**src/rtl/serial_router_system.sv**
```systemverilog
// Pushbutton-stepped serial demultiplexer.
// A frame is a start bit (0), a 2-bit port address, a 4-bit count N and then
// N data bits. Data bits are routed live to the addressed output p0..p3.
// Two seven-segment digits show the remaining count and the selected port.
module serial_router_system #(
    parameter int SYNC_STAGES = 2,
    parameter int SSD_ACT_LOW = 1
) (
    input  logic       clk,
    input  logic       rst,
    input  logic       clkPB,
    input  logic       ser_in,
    output logic       p0,
    output logic       p1,
    output logic       p2,
    output logic       p3,
    output logic       SerOutValid,
    output logic       done,
    output logic [6:0] SSD1,
    output logic [6:0] SSD2
);

    typedef enum logic [2:0] {
        IDLE  = 3'd0,
        PORT  = 3'd1,
        COUNT = 3'd2,
        DATA  = 3'd3,
        DONE  = 3'd4
    } state_t;

    logic [SYNC_STAGES-1:0] sync_reg;
    logic                   edge_reg;
    logic                   step;

    state_t     state_reg;
    logic [1:0] port_reg;
    logic [3:0] cnt_reg;
    logic [1:0] bit_cnt_reg;
    logic [3:0] p_vec;

    // First synchronizer stage samples the raw asynchronous button
    always_ff @(posedge clk or negedge rst) begin
        if (!rst) begin
            sync_reg[0] <= 1'b0;
        end else begin
            sync_reg[0] <= clkPB;
        end
    end

    // Remaining synchronizer stages
    generate
        for (genvar gi = 1; gi < SYNC_STAGES; gi++) begin : g_sync
            // Shift the button level one stage further down the chain
            always_ff @(posedge clk or negedge rst) begin
                if (!rst) begin
                    sync_reg[gi] <= 1'b0;
                end else begin
                    sync_reg[gi] <= sync_reg[gi-1];
                end
            end
        end
    endgenerate

    // Delayed copy of the synchronized level for rising-edge detection
    always_ff @(posedge clk or negedge rst) begin
        if (!rst) begin
            edge_reg <= 1'b0;
        end else begin
            edge_reg <= sync_reg[SYNC_STAGES-1];
        end
    end

    // One-clock step pulse per press, no matter how long the button is held
    assign step = sync_reg[SYNC_STAGES-1] & ~edge_reg;

    // Frame FSM with address/count shift registers; advances only on step
    always_ff @(posedge clk or negedge rst) begin
        if (!rst) begin
            state_reg   <= IDLE;
            port_reg    <= 2'd0;
            cnt_reg     <= 4'd0;
            bit_cnt_reg <= 2'd0;
        end else if (step) begin
            case (state_reg)
                IDLE: begin
                    // Line idles high; a 0 is the start bit
                    if (!ser_in) begin
                        state_reg   <= PORT;
                        cnt_reg     <= 4'd0;
                        bit_cnt_reg <= 2'd0;
                    end
                end
                PORT: begin
                    port_reg <= {port_reg[0], ser_in};
                    if (bit_cnt_reg == 2'd1) begin
                        state_reg   <= COUNT;
                        bit_cnt_reg <= 2'd0;
                    end else begin
                        bit_cnt_reg <= bit_cnt_reg + 2'd1;
                    end
                end
                COUNT: begin
                    cnt_reg <= {cnt_reg[2:0], ser_in};
                    if (bit_cnt_reg == 2'd3) begin
                        bit_cnt_reg <= 2'd0;
                        // A zero-length frame skips the data phase entirely
                        if ({cnt_reg[2:0], ser_in} == 4'd0) begin
                            state_reg <= DONE;
                        end else begin
                            state_reg <= DATA;
                        end
                    end else begin
                        bit_cnt_reg <= bit_cnt_reg + 2'd1;
                    end
                end
                DATA: begin
                    cnt_reg <= cnt_reg - 4'd1;
                    if (cnt_reg == 4'd1) begin
                        state_reg <= DONE;
                    end
                end
                DONE: begin
                    // The bit on this step is swallowed, never a start bit
                    state_reg <= IDLE;
                end
                default: begin
                    state_reg <= IDLE;
                end
            endcase
        end
    end

    // Live routing of ser_in to the addressed port during the data phase
    generate
        for (genvar gi = 0; gi < 4; gi++) begin : g_route
            assign p_vec[gi] = (state_reg == DATA) && (port_reg == 2'(gi)) && ser_in;
        end
    endgenerate

    assign p0          = p_vec[0];
    assign p1          = p_vec[1];
    assign p2          = p_vec[2];
    assign p3          = p_vec[3];
    assign SerOutValid = (state_reg == DATA);
    assign done        = (state_reg == DONE);

    // Active-high hex font, segment order {g,f,e,d,c,b,a}
    function automatic logic [6:0] hex_font(input logic [3:0] v);
        logic [6:0] seg;
        case (v)
            4'h0: seg = 7'h3F;
            4'h1: seg = 7'h06;
            4'h2: seg = 7'h5B;
            4'h3: seg = 7'h4F;
            4'h4: seg = 7'h66;
            4'h5: seg = 7'h6D;
            4'h6: seg = 7'h7D;
            4'h7: seg = 7'h07;
            4'h8: seg = 7'h7F;
            4'h9: seg = 7'h6F;
            4'hA: seg = 7'h77;
            4'hB: seg = 7'h7C;
            4'hC: seg = 7'h39;
            4'hD: seg = 7'h5E;
            4'hE: seg = 7'h79;
            default: seg = 7'h71;
        endcase
        return seg;
    endfunction

    // Display decode; common-anode panels need the font inverted
    always_comb begin
        SSD1 = hex_font(cnt_reg);
        SSD2 = hex_font({2'b00, port_reg});
        if (SSD_ACT_LOW != 0) begin
            SSD1 = ~SSD1;
            SSD2 = ~SSD2;
        end
    end

endmodule

```
**config.mk**
```make
export PLATFORM = sky130hd
export DESIGN_NAME = serial_router_system
export DESIGN_NICKNAME = d
export VERILOG_FILES = /design/src/rtl/serial_router_system.sv
export SDC_FILE = /design/constraint.sdc
export NUM_CORES = 1
export LEC_CHECK = 0
export BUFFER_PORTS_ARGS = -buffer_cell sky130_fd_sc_hd__buf_2
export CAP_MARGIN = 20
export CELL_PAD_IN_SITES_DETAIL_PLACEMENT = 0
export CELL_PAD_IN_SITES_GLOBAL_PLACEMENT = 2
export CORE_UTILIZATION = 35
export DETAILED_ROUTE_END_ITERATION = 10
export PLACE_DENSITY = 0.88
export SLEW_MARGIN = 20
export SYNTH_ARGS = -nofsm -noshare
export SYNTH_HDL_FRONTEND = slang
export SYNTH_SLANG_ARGS = --single-unit
```
**constraint.sdc**
```tcl
create_clock -name clk -period 3.1 [get_ports clk]
set_input_delay 0.31 -clock clk [delete_from_list [all_inputs] [get_ports clk]]
set_output_delay 0.31 -clock clk [all_outputs]
set_load 0.05 [all_outputs]
```
==> impl_metrics.json <==
{
  "grt_overflow_total": 0,
  "max_freq_ghz": 0.424,
  "slew_headroom_pct": 55.9,
  "met3_usage_pct": 1.95,
  "top_usage_layer": "met2",
  "drtIter0Drc": 23,
  "use_met1_pct": 21.6,
  "first_global_vias": 899,
  "cts_sinks": 14,
  "dpl_worst_slack_ns": 1.04,
  "synth.distinct_cells": 44,
  "insertion_delay_ns": 0.27,
  "num_rows": 20,
  "critPathRequiredTime_ns": 2.79,
  "finalSetupTns_ns": 0,
  "grt_util_met2_pct": 22.6,
  "whs_path_depth": 1,
  "gp_congestion": 0.756,
  "avgViaCountPerCell": 5.10,
  "setup_viol": 0,
  "cts_inserted_buffers": 3,
  "syn_nets": 149,
  "cts_tree": "built",
  "regArea_um2": 350,
  "path_class": "flop to output port",
  "clock_path_buffers": 2,
  "rrSetupSlack_ns": 1.21,
  "hold_violations": 0,
  "antenna_found_initial": 0,
  "yosys.area.top_type": "dfrtp_1",
  "synthCells": 135,
  "ys_ff_latch": 14,
  "start_util_pct": 38.0,
  "n_antenna_cell": 0,
  "fp.dieH_um": 60.3,
  "multi_input_area_um2": 718,
  "gr-usage-all-layers_pct": 15.0,
  "cap_violations": 0,
  "end_kind": "output port",
  "syn-mean-instance-area_um2": 8.81,
  "fillers": 316,
  "cts_root_buffer": "clkbuf_4",
  "largest_reg_flops": 4,
  "hold_start": "clkPB",
  "drcViolationCount": 0,
  "pin_count": 24,
  "cp_max_fo": 11,
  "dp_hpwl_um": 1710,
  "numPortBuffers": 22,
  "dr_total_vias": 969,
  "final_layout_size_suffix_gt1_share_pct": 24.0,
  "period_minus_slack_ns": 2.36,
  "synth_simple_gate_area_share_pct": 24.1,
  "rsz0062_at_grt": "no",
  "synthMuxAreaShare_pct": 9.78,
  "drt_wl_total_um": 2390,
  "wire_per_inst_um": 12.6,
  "die_x_um": 60.3,
  "die_area_um2": 3640,
  "synth_top_area_share_pct": 29.4,
  "yosysMostFrequentCell": "dfrtp_1",
  "clkTransAtPathRegs_ns": 0.08,
  "coreArea_um2": 3130,
  "status": "complete, no violations",
  "synth-edff-count": 0,
  "synthTopCellsByCount": "dfrtp_1, nand2_1, nor2_1, ha_1, inv_1",
  "reg2reg_depth": 4,
  "fin_skew_ns": 0.00197,
  "cts_max_level": 1,
  "post-route-period-util_pct": 76.0,
  "ant_nets": 0,
  "arrival_ns": 2.05,
  "hold_class": "input pin to flop",
  "synth_async_sr_flop_share_pct": 100,
  "area_growth_pct": 8.94,
  "slew_viol_final": 0,
  "grt_first_pass_wirelength_um": 4130,
  "synth-main-ff-cell": "dfrtp_1",
  "synth_top_family_by_area": "simple AND/OR/NAND/NOR gates",
  "synth_compound_area_share_pct": 15.7,
  "worstReg2RegStart": "state_reg[0]",
  "reg2reg_to": "state_reg[1]",
  "critPathLaunchType": "flop",
  "firstDrtPassIters": 4,
  "setup_ws_ns": 0.744,
  "worstMarginPinSlew_ns": 0.662,
  "syn-cell-area_um2": 1190,
  "synth_xor_area_share_pct": 0,
  "synth_fa_ha_area_share_pct": 10.5,
  "grt_max_degree": 21,
  "synth.area.top_cells": "dfrtp_1, ha_1, mux2i_1, nand2_1, nor2_1",
  "synth-seq-area-share_pct": 29.4,
  "whs_endpoint": "sync_reg[0]",
  "ys_warn_count": 0,
  "nNetsFinal": 162
}
worst max-delay path by stage:
stage                   end  slack [ns]       start
detailed placement  SSD1[0]        1.04  cnt_reg[1]
global placement    SSD1[0]        1.10  cnt_reg[1]
finish              SSD1[0]        0.74  cnt_reg[1]
floorplan           SSD1[4]        0.53  cnt_reg[0]
global route        SSD1[0]        0.60  cnt_reg[1]
CTS                 SSD1[0]        0.73  cnt_reg[1]
per-layer routing:
metal / part of all wire [%] / routed length (µm) / vias up
met1: 52 / 1230 / 447
met4: 1.1 / 27 / 0
li1: - / - / 498
met2: 44 / 1060 / 20
met3: 2.9 / 69 / 4
met5: 0 / 0 / -
layout make-up:
type	count	area share, %
clock buffer	3	1.74
inverter	8	2.32
multi-input combinational	98	55.4
sequential	14	27.0
tap	44	4.25
timing repair buffer	23	9.27
per-stage QoR:
stage	hold slack (ns)	util, %	area, µm²	std cells
after global routing	0.128	41.4	1300	190
after floorplan	0.0144	-	1190	135
after global placement	0.227	40.4	1260	186
final	0.139	41.4	1300	190
after detailed placement	0.231	40.4	1260	186
after CTS	0.131	41.4	1300	190
cell families (layout without fill, tap and decap cells):
kind of cell	Yosys count	after routing
simple gates	49	49
mux	10	10
compound gates	28	28
fa+ha+maj	10	10
buf+inv	23	34
other cells	1	1
flops	14	14
cell usage in the layout (no fill, tap or decap), types with 2 or more instances in the layout:
cell / netlist / final
o31ai_1: 4 / 4
a21oi_1: 6 / 6
o21ai_0: 4 / 4
mux2_2: 3 / 3
inv_1: 8 / 8
a31oi_1: 3 / 3
nand2_1: 11 / 11
nor3_1: 2 / 2
buf_2: 1 / 22
or4b_1: 2 / 2
ha_1: 10 / 10
nor2_1: 11 / 11
clkbuf_4: 0 / 3
a32o_1: 2 / 2
nand3_1: 2 / 2
mux2i_1: 6 / 6
nor2b_1: 5 / 5
nor3b_1: 5 / 5
dfrtp_1: 14 / 14
worst max-delay path, stage by stage, from the launching register on:
cell	delay, ns
dfrtp_1	0.50
inv_1	0.15
ha_1	0.23
nor2b_1	0.08
or3b_2	0.45
o21ai_0	0.08
buf_2	0.29
timing repair:
item	in CTS	in global routing
buffers inserted	0	0
hold buffers	1	0
endpoints found under the hold margin	14	0
resized for setup	0	0
Power is left out: the tool's default activity adds up to more than one toggle a clock period on the data nets, which glitch-free logic cannot reach.
